--- config.mk ---
export PLATFORM = sky130hd
export DESIGN_NAME = mem_port_arbiter_flat
export DESIGN_NICKNAME = d
export VERILOG_FILES = /design/src/rtl/cpu_mem_pkg.sv /design/src/rtl/mem_port_arbiter_if.sv /design/src/rtl/mem_arb_select.sv /design/src/rtl/mem_port_arbiter.sv /design/src/flat_wrapper.sv
export SDC_FILE = /design/constraint.sdc
export NUM_CORES = 1
export LEC_CHECK = 0
export CAP_MARGIN = 20
export CORE_MARGIN = 2
export CORE_UTILIZATION = 30
export DETAILED_ROUTE_END_ITERATION = 7
export SYNTH_ARGS = -nofsm -noshare
export SYNTH_HDL_FRONTEND = slang
export SYNTH_SLANG_ARGS = --single-unit
--- constraint.sdc ---
create_clock -name clk_i -period 5 [get_ports clk_i]
set_input_delay 1 -clock clk_i [delete_from_list [all_inputs] [get_ports clk_i]]
set_output_delay 1 -clock clk_i [all_outputs]
set_load 0.03 [all_outputs]
--- src/rtl/cpu_mem_pkg.sv ---
// Shared definitions for the instruction/data memory port arbiter:
// FSM state encoding, default fairness/timeout limits, counter sizing.
package cpu_mem_pkg;

    typedef enum logic [1:0] {
        ST_IDLE   = 2'd0,
        ST_BUSY_I = 2'd1,
        ST_BUSY_D = 2'd2,
        ST_RESP   = 2'd3
    } arb_state_e;

    localparam int MAX_D_STREAK_DEF = 4;
    localparam int TIMEOUT_DEF      = 255;

    // Bits needed to hold 0..max_val, never less than one.
    function automatic int cnt_width(input int max_val);
        if (max_val < 1) begin
            return 1;
        end else begin
            return $clog2(max_val + 1);
        end
    endfunction

endpackage

--- src/rtl/mem_port_arbiter_if.sv ---
// Bundle of the fetch, data and shared-memory signals of the arbiter.
// slave = arbiter side, master = CPU pipeline plus memory side.
interface mem_port_arbiter_if #(
    parameter int ADDR_W = 32,
    parameter int DATA_W = 32
);
    logic              if_req_i;
    logic [ADDR_W-1:0] if_addr_i;
    logic              if_ack_o;
    logic [DATA_W-1:0] if_rdata_o;
    logic              d_req_i;
    logic              d_we_i;
    logic [ADDR_W-1:0] d_addr_i;
    logic [DATA_W-1:0] d_wdata_i;
    logic              d_ack_o;
    logic [DATA_W-1:0] d_rdata_o;
    logic              err_o;
    logic              if_stall_o;
    logic              d_stall_o;
    logic              mem_req_o;
    logic              mem_we_o;
    logic [ADDR_W-1:0] mem_addr_o;
    logic [DATA_W-1:0] mem_wdata_o;
    logic              mem_ack_i;
    logic [DATA_W-1:0] mem_rdata_i;

    modport slave (
        input  if_req_i, if_addr_i, d_req_i, d_we_i, d_addr_i, d_wdata_i,
               mem_ack_i, mem_rdata_i,
        output if_ack_o, if_rdata_o, d_ack_o, d_rdata_o, err_o,
               if_stall_o, d_stall_o,
               mem_req_o, mem_we_o, mem_addr_o, mem_wdata_o
    );

    modport master (
        output if_req_i, if_addr_i, d_req_i, d_we_i, d_addr_i, d_wdata_i,
               mem_ack_i, mem_rdata_i,
        input  if_ack_o, if_rdata_o, d_ack_o, d_rdata_o, err_o,
               if_stall_o, d_stall_o,
               mem_req_o, mem_we_o, mem_addr_o, mem_wdata_o
    );
endinterface

--- src/rtl/mem_arb_select.sv ---
// Grant selection between fetch (I) and data (D) requesters: D wins ties
// until it has taken MAX_D_STREAK grants in a row while I was waiting.
module mem_arb_select
    import cpu_mem_pkg::*;
#(
    parameter int MAX_D_STREAK = MAX_D_STREAK_DEF
) (
    input  logic clk_i,
    input  logic rst_i,
    input  logic grant_en_i,
    input  logic if_req_i,
    input  logic d_req_i,
    output logic grant_d_o
);
    localparam int              SW         = cnt_width(MAX_D_STREAK);
    localparam logic [SW-1:0]   STREAK_MAX = SW'(MAX_D_STREAK);

    logic [SW-1:0] d_streak_q;
    logic [SW-1:0] d_streak_d;
    logic          i_starved_s;

    assign i_starved_s = if_req_i & (d_streak_q == STREAK_MAX);
    assign grant_d_o   = d_req_i & ~i_starved_s;

    // Streak only grows for D grants that made a waiting I stand aside.
    always_comb begin
        d_streak_d = d_streak_q;
        if (grant_en_i) begin
            if (grant_d_o && if_req_i) begin
                if (d_streak_q != STREAK_MAX) begin
                    d_streak_d = d_streak_q + SW'(1);
                end else begin
                    d_streak_d = d_streak_q;
                end
            end else begin
                d_streak_d = '0;
            end
        end else begin
            d_streak_d = d_streak_q;
        end
    end

    // Streak register.
    always_ff @(posedge clk_i or posedge rst_i) begin
        if (rst_i) begin
            d_streak_q <= '0;
        end else begin
            d_streak_q <= d_streak_d;
        end
    end

endmodule

--- src/rtl/mem_port_arbiter.sv ---
// Shares one single-outstanding memory port between instruction fetch and
// data access: IDLE -> BUSY_I/BUSY_D -> RESP, with a bounded wait per access.
module mem_port_arbiter
    import cpu_mem_pkg::*;
#(
    parameter int ADDR_W       = 32,
    parameter int DATA_W       = 32,
    parameter int MAX_D_STREAK = MAX_D_STREAK_DEF,
    parameter int TIMEOUT      = TIMEOUT_DEF
) (
    input  logic             clk_i,
    input  logic             rst_i,
    mem_port_arbiter_if.slave bus
);
    localparam int               CNT_W     = cnt_width(TIMEOUT);
    localparam logic [CNT_W:0]   TIMEOUT_V = (CNT_W + 1)'(TIMEOUT);

    arb_state_e        state_q, state_d;
    logic [ADDR_W-1:0] addr_q, addr_d;
    logic              we_q, we_d;
    logic [DATA_W-1:0] wdata_q, wdata_d;
    logic [CNT_W-1:0]  cnt_q, cnt_d;
    logic              if_ack_q, if_ack_d;
    logic              d_ack_q, d_ack_d;
    logic              err_q, err_d;
    logic [DATA_W-1:0] if_rdata_q, if_rdata_d;
    logic [DATA_W-1:0] d_rdata_q, d_rdata_d;

    logic              any_req_s;
    logic              grant_en_s;
    logic              grant_d_s;
    logic              busy_s;
    logic [CNT_W:0]    busy_cycles_s;
    logic              timeout_s;

    assign any_req_s     = bus.if_req_i | bus.d_req_i;
    assign grant_en_s    = (state_q == ST_IDLE) & any_req_s;
    assign busy_s        = (state_q == ST_BUSY_I) | (state_q == ST_BUSY_D);
    // Count includes the current BUSY cycle, so the limit is exactly TIMEOUT cycles.
    assign busy_cycles_s = {1'b0, cnt_q} + {{CNT_W{1'b0}}, 1'b1};
    assign timeout_s     = (busy_cycles_s >= TIMEOUT_V);

    mem_arb_select #(
        .MAX_D_STREAK (MAX_D_STREAK)
    ) u_select (
        .clk_i      (clk_i),
        .rst_i      (rst_i),
        .grant_en_i (grant_en_s),
        .if_req_i   (bus.if_req_i),
        .d_req_i    (bus.d_req_i),
        .grant_d_o  (grant_d_s)
    );

    // Next-state, request latching, completion capture and timeout counting.
    always_comb begin
        state_d    = state_q;
        addr_d     = addr_q;
        we_d       = we_q;
        wdata_d    = wdata_q;
        cnt_d      = cnt_q;
        if_ack_d   = 1'b0;
        d_ack_d    = 1'b0;
        err_d      = 1'b0;
        if_rdata_d = if_rdata_q;
        d_rdata_d  = d_rdata_q;
        case (state_q)
            ST_IDLE: begin
                if (any_req_s) begin
                    state_d = grant_d_s ? ST_BUSY_D : ST_BUSY_I;
                    addr_d  = grant_d_s ? bus.d_addr_i : bus.if_addr_i;
                    we_d    = grant_d_s & bus.d_we_i;
                    wdata_d = grant_d_s ? bus.d_wdata_i : '0;
                    cnt_d   = '0;
                end else begin
                    state_d = ST_IDLE;
                end
            end
            ST_BUSY_I, ST_BUSY_D: begin
                if (bus.mem_ack_i || timeout_s) begin
                    state_d = ST_RESP;
                    err_d   = ~bus.mem_ack_i;
                    if (state_q == ST_BUSY_I) begin
                        if_ack_d   = 1'b1;
                        if_rdata_d = bus.mem_ack_i ? bus.mem_rdata_i : '0;
                    end else begin
                        d_ack_d   = 1'b1;
                        d_rdata_d = bus.mem_ack_i ? bus.mem_rdata_i : '0;
                    end
                end else begin
                    cnt_d = cnt_q + CNT_W'(1);
                end
            end
            ST_RESP: begin
                state_d = ST_IDLE;
            end
            default: begin
                state_d = ST_IDLE;
            end
        endcase
    end

    // State and datapath registers; reset abandons any transaction in flight.
    always_ff @(posedge clk_i or posedge rst_i) begin
        if (rst_i) begin
            state_q    <= ST_IDLE;
            addr_q     <= '0;
            we_q       <= 1'b0;
            wdata_q    <= '0;
            cnt_q      <= '0;
            if_ack_q   <= 1'b0;
            d_ack_q    <= 1'b0;
            err_q      <= 1'b0;
            if_rdata_q <= '0;
            d_rdata_q  <= '0;
        end else begin
            state_q    <= state_d;
            addr_q     <= addr_d;
            we_q       <= we_d;
            wdata_q    <= wdata_d;
            cnt_q      <= cnt_d;
            if_ack_q   <= if_ack_d;
            d_ack_q    <= d_ack_d;
            err_q      <= err_d;
            if_rdata_q <= if_rdata_d;
            d_rdata_q  <= d_rdata_d;
        end
    end

    assign bus.mem_req_o   = busy_s;
    assign bus.mem_we_o    = (state_q == ST_BUSY_D) & we_q;
    assign bus.mem_addr_o  = busy_s ? addr_q : '0;
    assign bus.mem_wdata_o = busy_s ? wdata_q : '0;

    assign bus.if_ack_o   = if_ack_q;
    assign bus.d_ack_o    = d_ack_q;
    assign bus.err_o      = err_q;
    assign bus.if_rdata_o = if_rdata_q;
    assign bus.d_rdata_o  = d_rdata_q;
    assign bus.if_stall_o = bus.if_req_i & ~if_ack_q;
    assign bus.d_stall_o  = bus.d_req_i & ~d_ack_q;

endmodule

--- src/flat_wrapper.sv ---
// flat-port wrapper written by rule: the top's interface ports become plain ports
module mem_port_arbiter_flat import cpu_mem_pkg::*;
#(
    parameter int ADDR_W       = 32,
    parameter int DATA_W       = 32,
    parameter int MAX_D_STREAK = MAX_D_STREAK_DEF,
    parameter int TIMEOUT      = TIMEOUT_DEF
)
  (clk_i, rst_i, bus_if_req_i, bus_if_addr_i, bus_d_req_i, bus_d_we_i, bus_d_addr_i, bus_d_wdata_i, bus_mem_ack_i, bus_mem_rdata_i, bus_if_ack_o, bus_if_rdata_o, bus_d_ack_o, bus_d_rdata_o, bus_err_o, bus_if_stall_o, bus_d_stall_o, bus_mem_req_o, bus_mem_we_o, bus_mem_addr_o, bus_mem_wdata_o);
  mem_port_arbiter_if #(.ADDR_W(ADDR_W), .DATA_W(DATA_W)) bus_i ();
  input  logic clk_i;
  input  logic rst_i;
  input wire logic [$bits(bus_i.if_req_i)-1:0] bus_if_req_i;
  input wire logic [$bits(bus_i.if_addr_i)-1:0] bus_if_addr_i;
  input wire logic [$bits(bus_i.d_req_i)-1:0] bus_d_req_i;
  input wire logic [$bits(bus_i.d_we_i)-1:0] bus_d_we_i;
  input wire logic [$bits(bus_i.d_addr_i)-1:0] bus_d_addr_i;
  input wire logic [$bits(bus_i.d_wdata_i)-1:0] bus_d_wdata_i;
  input wire logic [$bits(bus_i.mem_ack_i)-1:0] bus_mem_ack_i;
  input wire logic [$bits(bus_i.mem_rdata_i)-1:0] bus_mem_rdata_i;
  output wire logic [$bits(bus_i.if_ack_o)-1:0] bus_if_ack_o;
  output wire logic [$bits(bus_i.if_rdata_o)-1:0] bus_if_rdata_o;
  output wire logic [$bits(bus_i.d_ack_o)-1:0] bus_d_ack_o;
  output wire logic [$bits(bus_i.d_rdata_o)-1:0] bus_d_rdata_o;
  output wire logic [$bits(bus_i.err_o)-1:0] bus_err_o;
  output wire logic [$bits(bus_i.if_stall_o)-1:0] bus_if_stall_o;
  output wire logic [$bits(bus_i.d_stall_o)-1:0] bus_d_stall_o;
  output wire logic [$bits(bus_i.mem_req_o)-1:0] bus_mem_req_o;
  output wire logic [$bits(bus_i.mem_we_o)-1:0] bus_mem_we_o;
  output wire logic [$bits(bus_i.mem_addr_o)-1:0] bus_mem_addr_o;
  output wire logic [$bits(bus_i.mem_wdata_o)-1:0] bus_mem_wdata_o;
  assign bus_i.if_req_i = bus_if_req_i;
  assign bus_i.if_addr_i = bus_if_addr_i;
  assign bus_i.d_req_i = bus_d_req_i;
  assign bus_i.d_we_i = bus_d_we_i;
  assign bus_i.d_addr_i = bus_d_addr_i;
  assign bus_i.d_wdata_i = bus_d_wdata_i;
  assign bus_i.mem_ack_i = bus_mem_ack_i;
  assign bus_i.mem_rdata_i = bus_mem_rdata_i;
  assign bus_if_ack_o = bus_i.if_ack_o;
  assign bus_if_rdata_o = bus_i.if_rdata_o;
  assign bus_d_ack_o = bus_i.d_ack_o;
  assign bus_d_rdata_o = bus_i.d_rdata_o;
  assign bus_err_o = bus_i.err_o;
  assign bus_if_stall_o = bus_i.if_stall_o;
  assign bus_d_stall_o = bus_i.d_stall_o;
  assign bus_mem_req_o = bus_i.mem_req_o;
  assign bus_mem_we_o = bus_i.mem_we_o;
  assign bus_mem_addr_o = bus_i.mem_addr_o;
  assign bus_mem_wdata_o = bus_i.mem_wdata_o;
  mem_port_arbiter #(.ADDR_W(ADDR_W), .DATA_W(DATA_W), .MAX_D_STREAK(MAX_D_STREAK), .TIMEOUT(TIMEOUT)) u_core (.clk_i(clk_i), .rst_i(rst_i), .bus(bus_i));
endmodule
==> summary.txt, run 1 <==
Clocking
  – # resized after CTS: 0
  – Clk buf depth: 2
  – CTS tree: yes
  – Clock Latency Late Sink: 0.42 ns
  – Clock Tree Root: clkbuf_16
  – Hold buffer count at cts: 0
  – Postcts setup bufs: 0
  – Clk sinks: 145
  – Clock transition at path regs: 0.07 ns
  – H-tree levels: 4
  – CTS Buf Count: 17

Synthesis
  – Post-synth EDFFs: 0
  – Top cells by area, synth: dfrtp_1 57%, a22o_1 14%, and2_1 6.5%
  – Cell taking the most area after synthesis: dfrtp_1
  – Mapped Nets: 690
  – Count leader, synth: dfrtp_1
  – Synth unique cells: 40
  – Asr flop ratio synth: 100%
  – Synth Instances: 547
  – Seq/Total Area, Yosys: 56.6%
  – Cell area after synthesis: 6410 µm²
  – Seq cells post-synth: 145
  – Post-Syn Area per Cell: 11.7 µm²
  – Commonest cells in the netlist: 145 x dfrtp_1, 99 x a22o_1, 67 x and2_1, 45 x nand2_1, 40 x o21ai_0
  – Yosys top cell area share: 56.6%
  – Synthesis Warnings: 0
  – Synth Flop Type: dfrtp_1

Cells and area
  – Post-route cell area: 9940 µm²
  – Fill cells: 1913
  – Ratio of cells with drive above 1 in the final layout: 7.02%
  – Final nets: 942
  – Layout area overhead: 54.9%
  – Final Core Density: 47.3%
  – ANT cells: 0

Global routing
  – Pin count of the biggest net entering global routing: 84
  – Initial antenna violation count: 0
  – GRT busiest layer: met2
  – GRT met3 Usage: 5.52%
  – Grt total ovfl: 0
  – Met1 Use GR: 20.3%
  – First-pass GRT wire length: 29.2 mm
  – Met2 usage: 27.3%
  – Vias in the first global route: 5648
  – Total GRT Usage: 16.6%

Timing
  – Hold Slack: 0.472 ns
  – Final setup fails: 0
  – Slew margin rel.: 32.0%
  – Least-Margin Pin Slew: 1.02 ns
  – Max Slew Vio Count: 0
  – Fin crit share: 75.0%
  – Worst clock skew: 0.00862 ns
  – Final Hold Viols: 0
  – Post-layout minimum cycle time: 3.75 ns
  – Fmax: 0.267 GHz
  – Setup TNS: 0 ns
  – RSZ-0062 raised after global routing: false

Routing
  – First-pass DRT Iterations: 4
  – Aggregate routed wire length: 18.7 mm
  – Via density: 4.89
  – Drt wl/cell: 17.2 µm
  – Post-route ant nets: 0
  – DR vias: 5310
  – Initial drt markers: 225
  – Drc violations: 0

Floorplan
  – I/O pins: 269
  – Die Span Y: 150 µm
  – Die Wd: 150 µm
  – Die ar.: 22600 µm²
  – Core footprint: 21000 µm²
  – Row count: 53
  – Initial Util: 30.5%

Placed design
  – Port bufs: 268
  – Detailed placement HPWL: 12.8 mm
  – DP Area: 9300 µm²
  – Routability cong.: 0.796

Critical path
  – Crit end category: output pin
  – Crit path required time: 4.00 ns
  – Critical Path Fanout Max: 37
  – Type of origin of the critical path: flip-flop
  – Worst EP arrival: 2.75 ns
  – Setup CP Type: flip-flop to output pin

Run status
  – Status: completed

Pwr
  – P_leak: 4.41 nW
  – P per Cell Area: 718 nW/µm²
  – Final Power: 7.13 mW
  – Worst vdd ir: 0.347 mV

Min path
  – Hold WC Path Type: flip-flop to flip-flop

Job
  – Max cap viols: 0
[state kept, by name, summed over array words and instances (netlist names)]
name	cells
u_core.bus.d_ack_o	1
u_core.we_q	1
u_core.bus.err_o	1
u_core.state_q	2
u_core.addr_q	32
u_core.bus.if_rdata_o	32
u_core.cnt_q	8
u_core.bus.d_rdata_o	32
u_core.bus.if_ack_o	1
u_core.u_select.d_streak_q	3
u_core.wdata_q	32
[metrics by stage]
step | cells | setup WS (ns)
6_report | 1087 | 1.25
3_3_place_gp | 1054 | 1.49
2_1_floorplan | 547 | 0.105
4_1_cts | 1086 | 0.997
5_1_grt | 1087 | 1.09
3_5_place_dp | 1054 | 1.45
[power by group]
part | leakage [nW] | switching, mW | total, mW | internal (mW)
clock | 0.296 | 0.564 | 1.33 | 0.762
sequential | 1.83 | 0.292 | 1.97 | 1.68
combinational | 2.28 | 2.18 | 3.83 | 1.65
[critical path, cell delays in order, from the launching register on]
cell             delay [ns]
dfrtp_1                0.42
inv_1                  0.09
ha_2                   0.71
buf_16                 0.25
and2_1                 0.14
clkdlybuf4s50_1        0.71
[per-layer routing]
layer  part of all wire [%]  vias to the layer above
li1                       -                     2470
met1                     41                     2585
met2                     48                      223
met3                    8.2                       32
met4                    2.2                        0
met5                      0                        -
[logic make-up after synthesis]
| kind of cell | synth area share (%) |
|---|---|
| XOR/XNOR | 0.390 |
| AO/OA/AOI/OAI | 19.0 |
| buffers and inverters | 3.94 |
| adder cells (fa/ha/maj) | 1.76 |
| flip-flops | 56.6 |
| multiplexers | 5.52 |
| AND/OR/NAND/NOR | 12.8 |
[layout by cell type, fill, tap and decap left out, types with 3 or more instances in the layout]
master / Yosys / routed
inv_1: 7 / 6
and3_1: 3 / 3
mux2_2: 3 / 3
clkbuf_16: 0 / 17
dfrtp_1: 145 / 145
buf_4: 1 / 8
a22o_1: 99 / 99
clkdlybuf4s50_1: 0 / 268
ha_1: 9 / 8
mux2i_1: 32 / 32
and2_1: 67 / 67
o21ai_0: 40 / 39
nand3_1: 14 / 14
inv_6: 0 / 6
inv_8: 0 / 4
nor2_1: 7 / 7
nand2_1: 45 / 44
[worst paths after layout]
kind / start / end / cells past startpoint / slack [ns]
setup reg to reg: u_core.cnt_q[0] / u_core.bus.d_rdata_o[30] / 7 / 2.76
max in group asynchronous: rst_i / u_core.bus.if_rdata_o[26] / 3 / 2.90
setup / recovery: u_core.state_q[0] / bus_mem_wdata_o[7] / 5 / 1.25
hold reg to reg: u_core.addr_q[7] / u_core.addr_q[7] / 2 / 0.47
min in group asynchronous: rst_i / u_core.bus.d_rdata_o[23] / 2 / 1.10
hold / removal: u_core.addr_q[7] / u_core.addr_q[7] / 2 / 0.47
[area by class of cell]
type / instances / area [µm²] / share of cell area (%)
sequential: 145 / 3630 / 36.5
clock buffer: 17 / 425 / 4.28
tap: 275 / 344 / 3.46
multi-input combinational: 351 / 2550 / 25.7
clock inverter: 15 / 189 / 1.90
inverter: 7 / 31.3 / 0.315
timing repair buffer: 277 / 2770 / 27.9
No activity file was read; power rests on OpenSTA's default activity.
==> inputs of run 2 (changes only) <==
clock period = 3.1 ns   (was 5 ns; I/O delays follow)
==> summary.txt, run 2 (synthesis results as in run 1) <==
Critical path
  – Critical Path Fanout Max: 83
  – Crit path required time: 2.48 ns
  – Setup CP Type: flip-flop to output pin
  – R2R Path Start: u_core.cnt_q[0]
  – Crit end category: output pin
  – CP Capture Point: bus_mem_req_o
  – Crit path launch: u_core.state_q[1]
  – Reg2reg path depth: 7
  – RR Endpoint: u_core.bus.d_rdata_o[25]
  – Reg2reg setup slack: 0.90 ns
  – Worst EP arrival: 2.24 ns
  – Type of origin of the critical path: flip-flop

Pwr
  – Worst vdd ir: 0.465 mV
  – P per Cell Area: 1100 nW/µm²
  – Final Power: 11.2 mW
  – P_leak: 5.42 nW

Floorplan
  – Core footprint: 21000 µm²
  – Die Wd: 150 µm
  – Initial Util: 30.5%
  – I/O pins: 269
  – Die Span Y: 150 µm
  – Row count: 53
  – Die ar.: 22600 µm²

Cells and area
  – Commonest non-fill, non-tap cell in the layout: clkdlybuf4s50_1
  – Fill cells: 1875
  – Commonest cells after routing, fill and taps aside: 204 x clkdlybuf4s50_1, 145 x dfrtp_1, 99 x a22o_1
  – Register area: 3630 µm²
  – Final nets: 945
  – Area of the multi-input gates: 2550 µm²
  – Post-route cell area: 10100 µm²
  – Final Instance Count excl. Fillers: 1089
  – Layout area overhead: 57.6%
  – ANT cells: 0
  – Ratio of cells with drive above 1 in the final layout: 7.13%

Routing
  – Drt wl/cell: 16.5 µm
  – Aggregate routed wire length: 18.0 mm
  – DR vias: 5220
  – Post-route ant nets: 0
  – First-pass DRT Iterations: 4
  – Drc violations: 0
  – Via density: 4.79
  – Initial drt markers: 172

Clocking
  – Clk buf depth: 2
  – H-tree levels: 4
  – Clock transition at path regs: 0.06 ns
  – CTS tree: yes
  – Postcts setup bufs: 0
  – CTS Buf Count: 17
  – Clk sinks: 145
  – Clock Latency Late Sink: 0.40 ns
  – Clock Tree Root: clkbuf_16
  – Hold buffer count at cts: 0

Global routing
  – Vias in the first global route: 5408
  – First-pass GRT wire length: 28.4 mm
  – Grt total ovfl: 0
  – Total GRT Usage: 16.0%
  – Pin count of the biggest net entering global routing: 97
  – Initial antenna violation count: 0

Min path
  – Hold WC Path Type: flip-flop to flip-flop

Timing
  – Worst clock skew: 0.0116 ns
  – Fin crit share: 92.4%
  – Max Slew Vio Count: 0
  – Final Hold Viols: 0
  – Setup TNS: 0 ns
  – Least-Margin Pin Slew: 0.630 ns
  – RSZ-0062 raised after global routing: false
  – Fmax: 0.349 GHz
  – Final setup fails: 0
  – Slew margin rel.: 57.9%
  – Post-layout minimum cycle time: 2.86 ns

Placed design
  – DP Area: 9390 µm²
  – Port bufs: 268
  – Routability cong.: 0.756
  – Placed cells: 1058
  – Detailed placement HPWL: 12.8 mm

Run status
  – Status: completed

Job
  – Max cap viols: 0
==> run 2: what timing repair did <==
action	4_1_cts	5_1_grt
setup endpoints to repair	0	64
resized for setup	0	64
endpoints found under the hold margin	0	0
==> run 2: per-layer routing <==
layer | GRT usage, % | part of all wire, % | up-vias
met5 | 0 | 0 | -
met4 | 3.49 | 1.0 | 0
met3 | 4.73 | 5.5 | 13
met2 | 27.9 | 52 | 147
met1 | 19.5 | 42 | 2585
li1 | - | - | 2475
==> run 2: layout make-up <==
type | count | area share, %
multi-input combinational | 351 | 25.2
inverter | 7 | 0.297
clock buffer | 18 | 4.24
tap | 275 | 3.40
clock inverter | 13 | 1.34
sequential | 145 | 35.9
timing repair buffer | 280 | 29.6
==> run 2: worst min-delay path by stage <==
stage                           start                end  depth (start not counted)
global route        u_core.addr_q[18]  u_core.addr_q[18]                          2
CTS                  u_core.addr_q[5]   u_core.addr_q[5]                          2
finish               u_core.addr_q[5]   u_core.addr_q[5]                          2
global placement    u_core.addr_q[17]  u_core.addr_q[17]                          2
detailed placement  u_core.addr_q[18]  u_core.addr_q[18]                          2
floorplan            u_core.addr_q[0]   u_core.addr_q[0]                          2
==> run 2: critical path, stage by stage (launching register included) <==
cell             delay (ns)
dfrtp_1                0.40
inv_1                  0.10
ha_2                   0.35
buf_12                 0.26
clkdlybuf4s50_1        0.73
==> run 2: per-stage QoR <==
stage                     hold slack (ns)  util (%)  setup slack [ns]
after detailed placement            0.463      44.7             0.369
after global routing                0.493      48.1            0.0858
final                               0.468      48.1             0.236
after floorplan                     0.442         -             0.661
after global placement              0.456      44.7             0.366
after CTS                           0.475      47.3            0.0178
==> run 2: power breakdown <==
part / internal (mW) / switching (mW)
sequential: 2.71 / 0.450
combinational: 2.56 / 3.46
clock: 1.18 / 0.806
total: 6.45 / 4.72
